<file path="config.mk">
export PLATFORM = sky130hd
export DESIGN_NAME = tlb_array
export DESIGN_NICKNAME = d
export VERILOG_FILES = /design/src/rtl/tlb_array_pkg.sv /design/src/rtl/tlb_match.sv /design/src/rtl/tlb_array.sv
export SDC_FILE = /design/constraint.sdc
export NUM_CORES = 2
export LEC_CHECK = 0
export BUFFER_PORTS_ARGS = -buffer_cell sky130_fd_sc_hd__buf_2
export CORE_MARGIN = 10
export CORE_UTILIZATION = 60
export CTS_BUF_LIST = sky130_fd_sc_hd__clkbuf_2
export CTS_CLUSTER_DIAMETER = 80
export DETAILED_ROUTE_END_ITERATION = 16
export PLACE_DENSITY = 0.75
export SYNTH_ARGS = -nofsm -noshare
export SYNTH_HDL_FRONTEND = slang
export SYNTH_SLANG_ARGS = --single-unit
</file>
<file path="constraint.sdc">
create_clock -name clk -period 68.2 [get_ports clk]
set_input_delay 13.64 -clock clk [delete_from_list [all_inputs] [get_ports clk]]
set_output_delay 13.64 -clock clk [all_outputs]
set_load 0.02 [all_outputs]
</file>
<file path="src/rtl/tlb_array_pkg.sv">
`default_nettype none
// ============================================================================
// Module      : tlb_array_pkg
// Description : Shared definitions for the joint TLB: entry field positions,
//               entry width, TLBP miss encoding, page record and page select.
// Revision    : 1.0 - initial release
// ============================================================================
package tlb_array_pkg;

  localparam int ENTRY_W  = 78;
  localparam int VPN2_HI  = 77;
  localparam int VPN2_LO  = 59;
  localparam int ASID_HI  = 58;
  localparam int ASID_LO  = 51;
  localparam int G_BIT    = 50;
  localparam int PFN0_HI  = 49;
  localparam int PFN0_LO  = 30;
  localparam int C0_HI    = 29;
  localparam int C0_LO    = 27;
  localparam int D0_BIT   = 26;
  localparam int V0_BIT   = 25;
  localparam int PFN1_HI  = 24;
  localparam int PFN1_LO  = 5;
  localparam int C1_HI    = 4;
  localparam int C1_LO    = 2;
  localparam int D1_BIT   = 1;
  localparam int V1_BIT   = 0;

  localparam logic [31:0] TLBP_MISS = 32'h8000_0000;

  // One page half of an entry, same bit order as stored.
  typedef struct packed {
    logic [19:0] pfn;
    logic [2:0]  c;
    logic        d;
    logic        v;
  } page_t;

  // Pick the odd or even page out of the low 50 bits of an entry.
  function automatic page_t select_page(input logic [PFN0_HI:0] pages,
                                        input logic             odd);
    page_t p;
    if (odd) p = page_t'(pages[PFN1_HI:V1_BIT]);
    else     p = page_t'(pages[PFN0_HI:V0_BIT]);
    return p;
  endfunction

endpackage
`default_nettype wire

</file>
<file path="src/rtl/tlb_match.sv">
`default_nettype none
// ============================================================================
// Module      : tlb_match
// Description : Combinational compare of a key against every TLB entry, with
//               a lowest-index-wins priority encoder.
//   ent_vpn2/ent_asid/ent_g : per-entry tag fields
//   vpn2/asid               : lookup key
//   found/index             : hit flag and winning entry index (0 on miss)
// Revision    : 1.0 - initial release
// ============================================================================
module tlb_match #(
  parameter int TLBNUM = 16,
  parameter int IDXW   = 4
) (
  input  logic [TLBNUM-1:0][18:0] ent_vpn2,
  input  logic [TLBNUM-1:0][7:0]  ent_asid,
  input  logic [TLBNUM-1:0]       ent_g,
  input  logic [18:0]             vpn2,
  input  logic [7:0]              asid,
  output logic                    found,
  output logic [IDXW-1:0]         index
);

  logic [TLBNUM-1:0] hit;

  for (genvar i = 0; i < TLBNUM; i++) begin : g_cmp
    assign hit[i] = (ent_vpn2[i] == vpn2) && (ent_g[i] || (ent_asid[i] == asid));
  end

  // Scan downwards so the last assignment is the lowest hitting index.
  always_comb begin
    found = 1'b0;
    index = '0;
    for (int i = TLBNUM - 1; i >= 0; i--) begin
      if (hit[i]) begin
        found = 1'b1;
        index = IDXW'(i);
      end
    end
  end

endmodule
`default_nettype wire

</file>
<file path="src/rtl/tlb_array.sv">
`default_nettype none
// ============================================================================
// Module      : tlb_array
// Description : Fully-associative joint TLB beside CP0. Two registered
//               translation ports (s0 fetch, s1 data), TLBP probe, TLBR read
//               and TLBWI write. All results appear one cycle after request.
//   s*_req/vpn2/odd/asid -> s*_rvalid/found/index/pfn/c/d/v
//   tlbp_req/entryhi     -> tlbp_wen/tlbp_index
//   tlbr_req/tlb_index   -> tlbr_wen/tlbr_entry
//   tlbwi_wen/tlbwi_entry/tlb_index : entry write
// Revision    : 1.0 - initial release
// ============================================================================
module tlb_array
  import tlb_array_pkg::*;
#(
  parameter int TLBNUM = 16,
  localparam int IDXW  = $clog2(TLBNUM)
) (
  input  logic               clk,
  input  logic               rst,
  input  logic               s0_req,
  input  logic [18:0]        s0_vpn2,
  input  logic               s0_odd,
  input  logic [7:0]         s0_asid,
  output logic               s0_rvalid,
  output logic               s0_found,
  output logic [IDXW-1:0]    s0_index,
  output logic [19:0]        s0_pfn,
  output logic [2:0]         s0_c,
  output logic               s0_d,
  output logic               s0_v,
  input  logic               s1_req,
  input  logic [18:0]        s1_vpn2,
  input  logic               s1_odd,
  input  logic [7:0]         s1_asid,
  output logic               s1_rvalid,
  output logic               s1_found,
  output logic [IDXW-1:0]    s1_index,
  output logic [19:0]        s1_pfn,
  output logic [2:0]         s1_c,
  output logic               s1_d,
  output logic               s1_v,
  input  logic               tlbp_req,
  input  logic [31:0]        tlbp_entryhi,
  output logic               tlbp_wen,
  output logic [31:0]        tlbp_index,
  input  logic               tlbr_req,
  input  logic [IDXW-1:0]    tlb_index,
  output logic               tlbr_wen,
  output logic [ENTRY_W-1:0] tlbr_entry,
  input  logic               tlbwi_wen,
  input  logic [ENTRY_W-1:0] tlbwi_entry
);

  logic [TLBNUM-1:0][ENTRY_W-1:0] entry_q, entry_d;
  logic [TLBNUM-1:0][18:0]        ent_vpn2;
  logic [TLBNUM-1:0][7:0]         ent_asid;
  logic [TLBNUM-1:0]              ent_g;

  logic            s0_hit, s1_hit, p_hit;
  logic [IDXW-1:0] s0_hit_idx, s1_hit_idx, p_hit_idx;

  logic            s0_rvalid_q, s0_rvalid_d, s0_found_q, s0_found_d;
  logic [IDXW-1:0] s0_index_q, s0_index_d;
  page_t           s0_page_q, s0_page_d;
  logic            s1_rvalid_q, s1_rvalid_d, s1_found_q, s1_found_d;
  logic [IDXW-1:0] s1_index_q, s1_index_d;
  page_t           s1_page_q, s1_page_d;
  logic               tlbp_wen_q, tlbp_wen_d;
  logic [31:0]        tlbp_index_q, tlbp_index_d;
  logic               tlbr_wen_q, tlbr_wen_d;
  logic [ENTRY_W-1:0] tlbr_entry_q, tlbr_entry_d;

  // EntryHi bits [12:8] are reserved and play no part in the probe.
  logic unused_entryhi;
  assign unused_entryhi = ^tlbp_entryhi[12:8];

  for (genvar i = 0; i < TLBNUM; i++) begin : g_fields
    assign ent_vpn2[i] = entry_q[i][VPN2_HI:VPN2_LO];
    assign ent_asid[i] = entry_q[i][ASID_HI:ASID_LO];
    assign ent_g[i]    = entry_q[i][G_BIT];
  end

  tlb_match #(.TLBNUM(TLBNUM), .IDXW(IDXW)) u_match_s0 (
    .ent_vpn2(ent_vpn2), .ent_asid(ent_asid), .ent_g(ent_g),
    .vpn2(s0_vpn2), .asid(s0_asid), .found(s0_hit), .index(s0_hit_idx)
  );
  tlb_match #(.TLBNUM(TLBNUM), .IDXW(IDXW)) u_match_s1 (
    .ent_vpn2(ent_vpn2), .ent_asid(ent_asid), .ent_g(ent_g),
    .vpn2(s1_vpn2), .asid(s1_asid), .found(s1_hit), .index(s1_hit_idx)
  );
  tlb_match #(.TLBNUM(TLBNUM), .IDXW(IDXW)) u_match_p (
    .ent_vpn2(ent_vpn2), .ent_asid(ent_asid), .ent_g(ent_g),
    .vpn2(tlbp_entryhi[31:13]), .asid(tlbp_entryhi[7:0]),
    .found(p_hit), .index(p_hit_idx)
  );

  // All reads use entry_q, so anything sampled alongside a TLBWI sees the
  // pre-write contents.
  always_comb begin
    entry_d = entry_q;
    if (tlbwi_wen) entry_d[tlb_index] = tlbwi_entry;

    s0_rvalid_d = s0_req;
    s0_found_d  = s0_found_q;
    s0_index_d  = s0_index_q;
    s0_page_d   = s0_page_q;
    if (s0_req) begin
      s0_found_d = s0_hit;
      s0_index_d = s0_hit_idx;
      s0_page_d  = s0_hit ? select_page(entry_q[s0_hit_idx][PFN0_HI:0], s0_odd) : '0;
    end

    s1_rvalid_d = s1_req;
    s1_found_d  = s1_found_q;
    s1_index_d  = s1_index_q;
    s1_page_d   = s1_page_q;
    if (s1_req) begin
      s1_found_d = s1_hit;
      s1_index_d = s1_hit_idx;
      s1_page_d  = s1_hit ? select_page(entry_q[s1_hit_idx][PFN0_HI:0], s1_odd) : '0;
    end

    tlbp_wen_d   = tlbp_req;
    tlbp_index_d = tlbp_index_q;
    if (tlbp_req) tlbp_index_d = p_hit ? {{(32-IDXW){1'b0}}, p_hit_idx} : TLBP_MISS;

    // A simultaneous TLBP wins the single commit slot.
    tlbr_wen_d   = tlbr_req && !tlbp_req;
    tlbr_entry_d = tlbr_entry_q;
    if (tlbr_wen_d) tlbr_entry_d = entry_q[tlb_index];
  end

  always_ff @(posedge clk or posedge rst) begin
    if (rst) begin
      entry_q      <= '0;
      s0_rvalid_q  <= 1'b0;
      s0_found_q   <= 1'b0;
      s0_index_q   <= '0;
      s0_page_q    <= '0;
      s1_rvalid_q  <= 1'b0;
      s1_found_q   <= 1'b0;
      s1_index_q   <= '0;
      s1_page_q    <= '0;
      tlbp_wen_q   <= 1'b0;
      tlbp_index_q <= '0;
      tlbr_wen_q   <= 1'b0;
      tlbr_entry_q <= '0;
    end else begin
      entry_q      <= entry_d;
      s0_rvalid_q  <= s0_rvalid_d;
      s0_found_q   <= s0_found_d;
      s0_index_q   <= s0_index_d;
      s0_page_q    <= s0_page_d;
      s1_rvalid_q  <= s1_rvalid_d;
      s1_found_q   <= s1_found_d;
      s1_index_q   <= s1_index_d;
      s1_page_q    <= s1_page_d;
      tlbp_wen_q   <= tlbp_wen_d;
      tlbp_index_q <= tlbp_index_d;
      tlbr_wen_q   <= tlbr_wen_d;
      tlbr_entry_q <= tlbr_entry_d;
    end
  end

  assign s0_rvalid  = s0_rvalid_q;
  assign s0_found   = s0_found_q;
  assign s0_index   = s0_index_q;
  assign s0_pfn     = s0_page_q.pfn;
  assign s0_c       = s0_page_q.c;
  assign s0_d       = s0_page_q.d;
  assign s0_v       = s0_page_q.v;
  assign s1_rvalid  = s1_rvalid_q;
  assign s1_found   = s1_found_q;
  assign s1_index   = s1_index_q;
  assign s1_pfn     = s1_page_q.pfn;
  assign s1_c       = s1_page_q.c;
  assign s1_d       = s1_page_q.d;
  assign s1_v       = s1_page_q.v;
  assign tlbp_wen   = tlbp_wen_q;
  assign tlbp_index = tlbp_index_q;
  assign tlbr_wen   = tlbr_wen_q;
  assign tlbr_entry = tlbr_entry_q;

endmodule
`default_nettype wire

</file>
==> impl_metrics.toml <==
[min_path]
hold_class = "reg -> reg"

[cts]
ctsResizeCount = 0
cts_sinks = 1395
clock_path_buffers = 4
clk_pin_slew_ps = 110
cts-root-buf = "clkbuf_2"
numCtsBuffers = 384
clock_latency_ps = 1890
cts_max_level = 5
cts_setup_buffers = 0
cts_tree = "done"
cts_hold_buf = 0

[synth]
syn-instance-count = 7959
ys.warnings.count = 0
synth_edf_count = 0
yosysSeqAreaShare = 0.382
synthTopCellsByArea = "dfrtp_1, mux2_2, xor2_1, mux4_2, mux2i_1"
synth_cell_type_count = 73
synthArstFlopShare = 1.00
syn_area_per_cell_um2 = 11.5
synth_seq_cells = 1395
synth_flop_cell = "dfrtp_1"
synth_common_cells = "dfrtp_1, mux2_2, xor2_1"
yosysTopAreaCell = "dfrtp_1"
synth_top_cell_area_share = 0.382
yosysMostFrequentCell = "dfrtp_1"
synth_area_um2 = 91300

[floorplan]
io_pins = 351
die_w_um = 410
fp-row-count = 143
core-area_um2 = 152000
fp.dieArea_um2 = 168000
start_util = 0.603
dieHeight_um = 410

[routing]
wl_per_cell_um = 38.4
route.detailed.drc = 0
vias_per_cell = 7.49
drt_wl_total_mm = 398
ant_nets = 0
dr_total_vias = 77558
firstDrtPassIters = 9
drt_iter0_drc = 12800

[sta]
hold_violations = 0
fmax_mhz = 53.0
fin_skew_ps = 243
finalSetupTns_ps = 0
min_period_over_period = 0.277
post-route-min-period_ps = 18860
rsz0062_at_grt = "false"
worst_pin_slew_ps = 1480
slew_violations = 0
relSlewSlack = 0.00360
finalSetupViolCount = 0

[grt]
antenna_found_initial = 55
overflow = 0
track_usage = 0.458
grt_pass1_vias = 74843
grt_max_degree = 165
grt_pass1_wl_mm = 555

[critical_path]
worstPathRequired_ps = 69930
critPathLaunchType = "input port"
worst-endpoint-arrival_ps = 20590
cp-end-kind = "flop"
critical_path.max_fanout = 164
criticalPathCategory = "in -> reg"

[power_and_ir_drop]
vdd.ir_drop.worst_mv = 0.0201
p_per_area_nw_per_um2 = 27.7
p_leak_nw = 43.3

[finish]
stdcell_area_um2 = 96900
multi_input_area_um2 = 53300
area_growth_pct = 6.11
final_nets = 8228
drive_above_1_share = 0.345
fillers = 12198
regArea_um2 = 34900

[place]
placed_cell_area_um2 = 93700
io_buffers = 318
place.gp.congestion = 1.04
dp_hpwl_mm = 244

[job]
max_cap_violations = 1

[outcome]
violations = "capacitance limit"
status = "complete, but fails checks"
## stage by stage
step / worst slack (ps) / hold WS [ps] / util / instances / power [W]
6_report: 49340 / 498 / 0.639 / 10357 / 0.00269
5_1_grt: 49570 / 521 / 0.639 / 10334 / 0.00279
4_1_cts: 49950 / 505 / 0.639 / 10319 / 0.00265
3_5_place_dp: 48020 / 481 / 0.618 / 9694 / 0.00206
3_3_place_gp: 48040 / 464 / 0.618 / 9694 / 0.00203
2_1_floorplan: 15220 / 511 / - / 7985 / 0.00177
## per-layer routing
layer	global-route usage	vias to the layer above	share of wire
met5	0.0273	-	0.0032
met4	0.254	66	0.069
met3	0.236	1818	0.17
met2	0.598	7027	0.39
met1	0.602	38799	0.37
li1	-	29848	-
## critical path, stage by stage
cell,delay (ps)
buf_2,620
xor2_1,340
nor4_1,450
nand4_1,350
or3_1,680
a2111oi_4,830
and2_1,480
a21o_4,540
buf_4,610
buf_12,670
nor3_1,120
or4_1,550
a31oi_1,170
nand4_1,120
o2bb2ai_1,180
## power breakdown
part / internal (W) / switching [W] / total (W)
clock network: 0.000220 / 0.000375 / 0.000596
registers: 0.00102 / 0.000305 / 0.00132
logic: 0.000401 / 0.000371 / 0.000772
## sequential cells by signal, summed over array words and instances (netlist names)
name	cells
entry_q	800
tlbp_wen	1
s1_found	1
s0_pfn	20
s0_index	4
s1_v	1
s0_d	1
s1_rvalid	1
s0_v	1
s1_d	1
s1_c	3
s0_c	3
ent_asid	128
ent_vpn2	304
tlbp_index	5
s0_found	1
s1_index	4
tlbr_wen	1
s0_rvalid	1
ent_g	16
tlbr_entry	78
s1_pfn	20
## layout make-up
class / count / share of cell area
clock inverters: 86 / 0.00431
repair buffers: 480 / 0.0301
well taps: 2030 / 0.0262
inverters: 14 / 0.000620
flip-flops and latches: 1395 / 0.360
clock buffers: 539 / 0.0278
multi-input cells: 5776 / 0.550
diodes: 37 / 0.000956
## logic make-up (layout without fill, tap and decap cells)
kind of cell              Yosys count  after routing  share of synthesized area
muxes                            2095           2095                      0.302
and+or+nand+nor                  1648           1648                     0.0959
DFF                              1395           1395                      0.382
xor gates and xnor gates         1296           1296                      0.124
buffers and inverters             814           1119                     0.0396
AOI/OAI and AO/OA                 710            710                     0.0562
other                               1             64                  0.0000411
## final timing paths
path                         startpoint            to  slack [ps]  cells past startpoint
min in group asynchronous           rst  ent_vpn2[29]       12110                      2
hold / removal                 s0_found      s0_found         500                      1
hold reg to reg                s0_found      s0_found         500                      1
max in group asynchronous           rst  entry_q[974]       51230                      7
setup / recovery             s0_vpn2[3]     s0_pfn[9]       49340                     15
setup reg to reg           ent_vpn2[98]     s0_pfn[9]       61420                     14
## placed cells by master (no fill, tap or decap), types with 16 or more instances in the layout
cell       synthesis  routed
a2111oi_0         22      22
a211o_1           48      48
a211oi_1          64      64
a21oi_1          107     106
a221oi_1          44      44
a22o_1            63      63
a22oi_1           61      61
a31oi_1          126     125
and3_1            75      75
buf_2            166     314
buf_4             62     155
clkbuf_2           0     539
clkinv_1           1      67
conb_1             1      27
dfrtp_1         1395    1395
diode_2            0      37
mux2_2          1354    1354
mux2i_1          350     350
mux4_2           390     390
nand2_1          422     418
nand3_1          147     146
nand4_1          165     165
nor2_1            68      54
nor2b_1           58      49
nor3_1           193     191
nor4_1           416     414
o2111ai_1         16      16
o21ai_0           48      48
o21ai_1           19      19
o2bb2ai_1         46      46
or4_1             42      42
xnor2_1          142     142
xor2_1          1154    1154
Power figures use the tool's default switching activity.
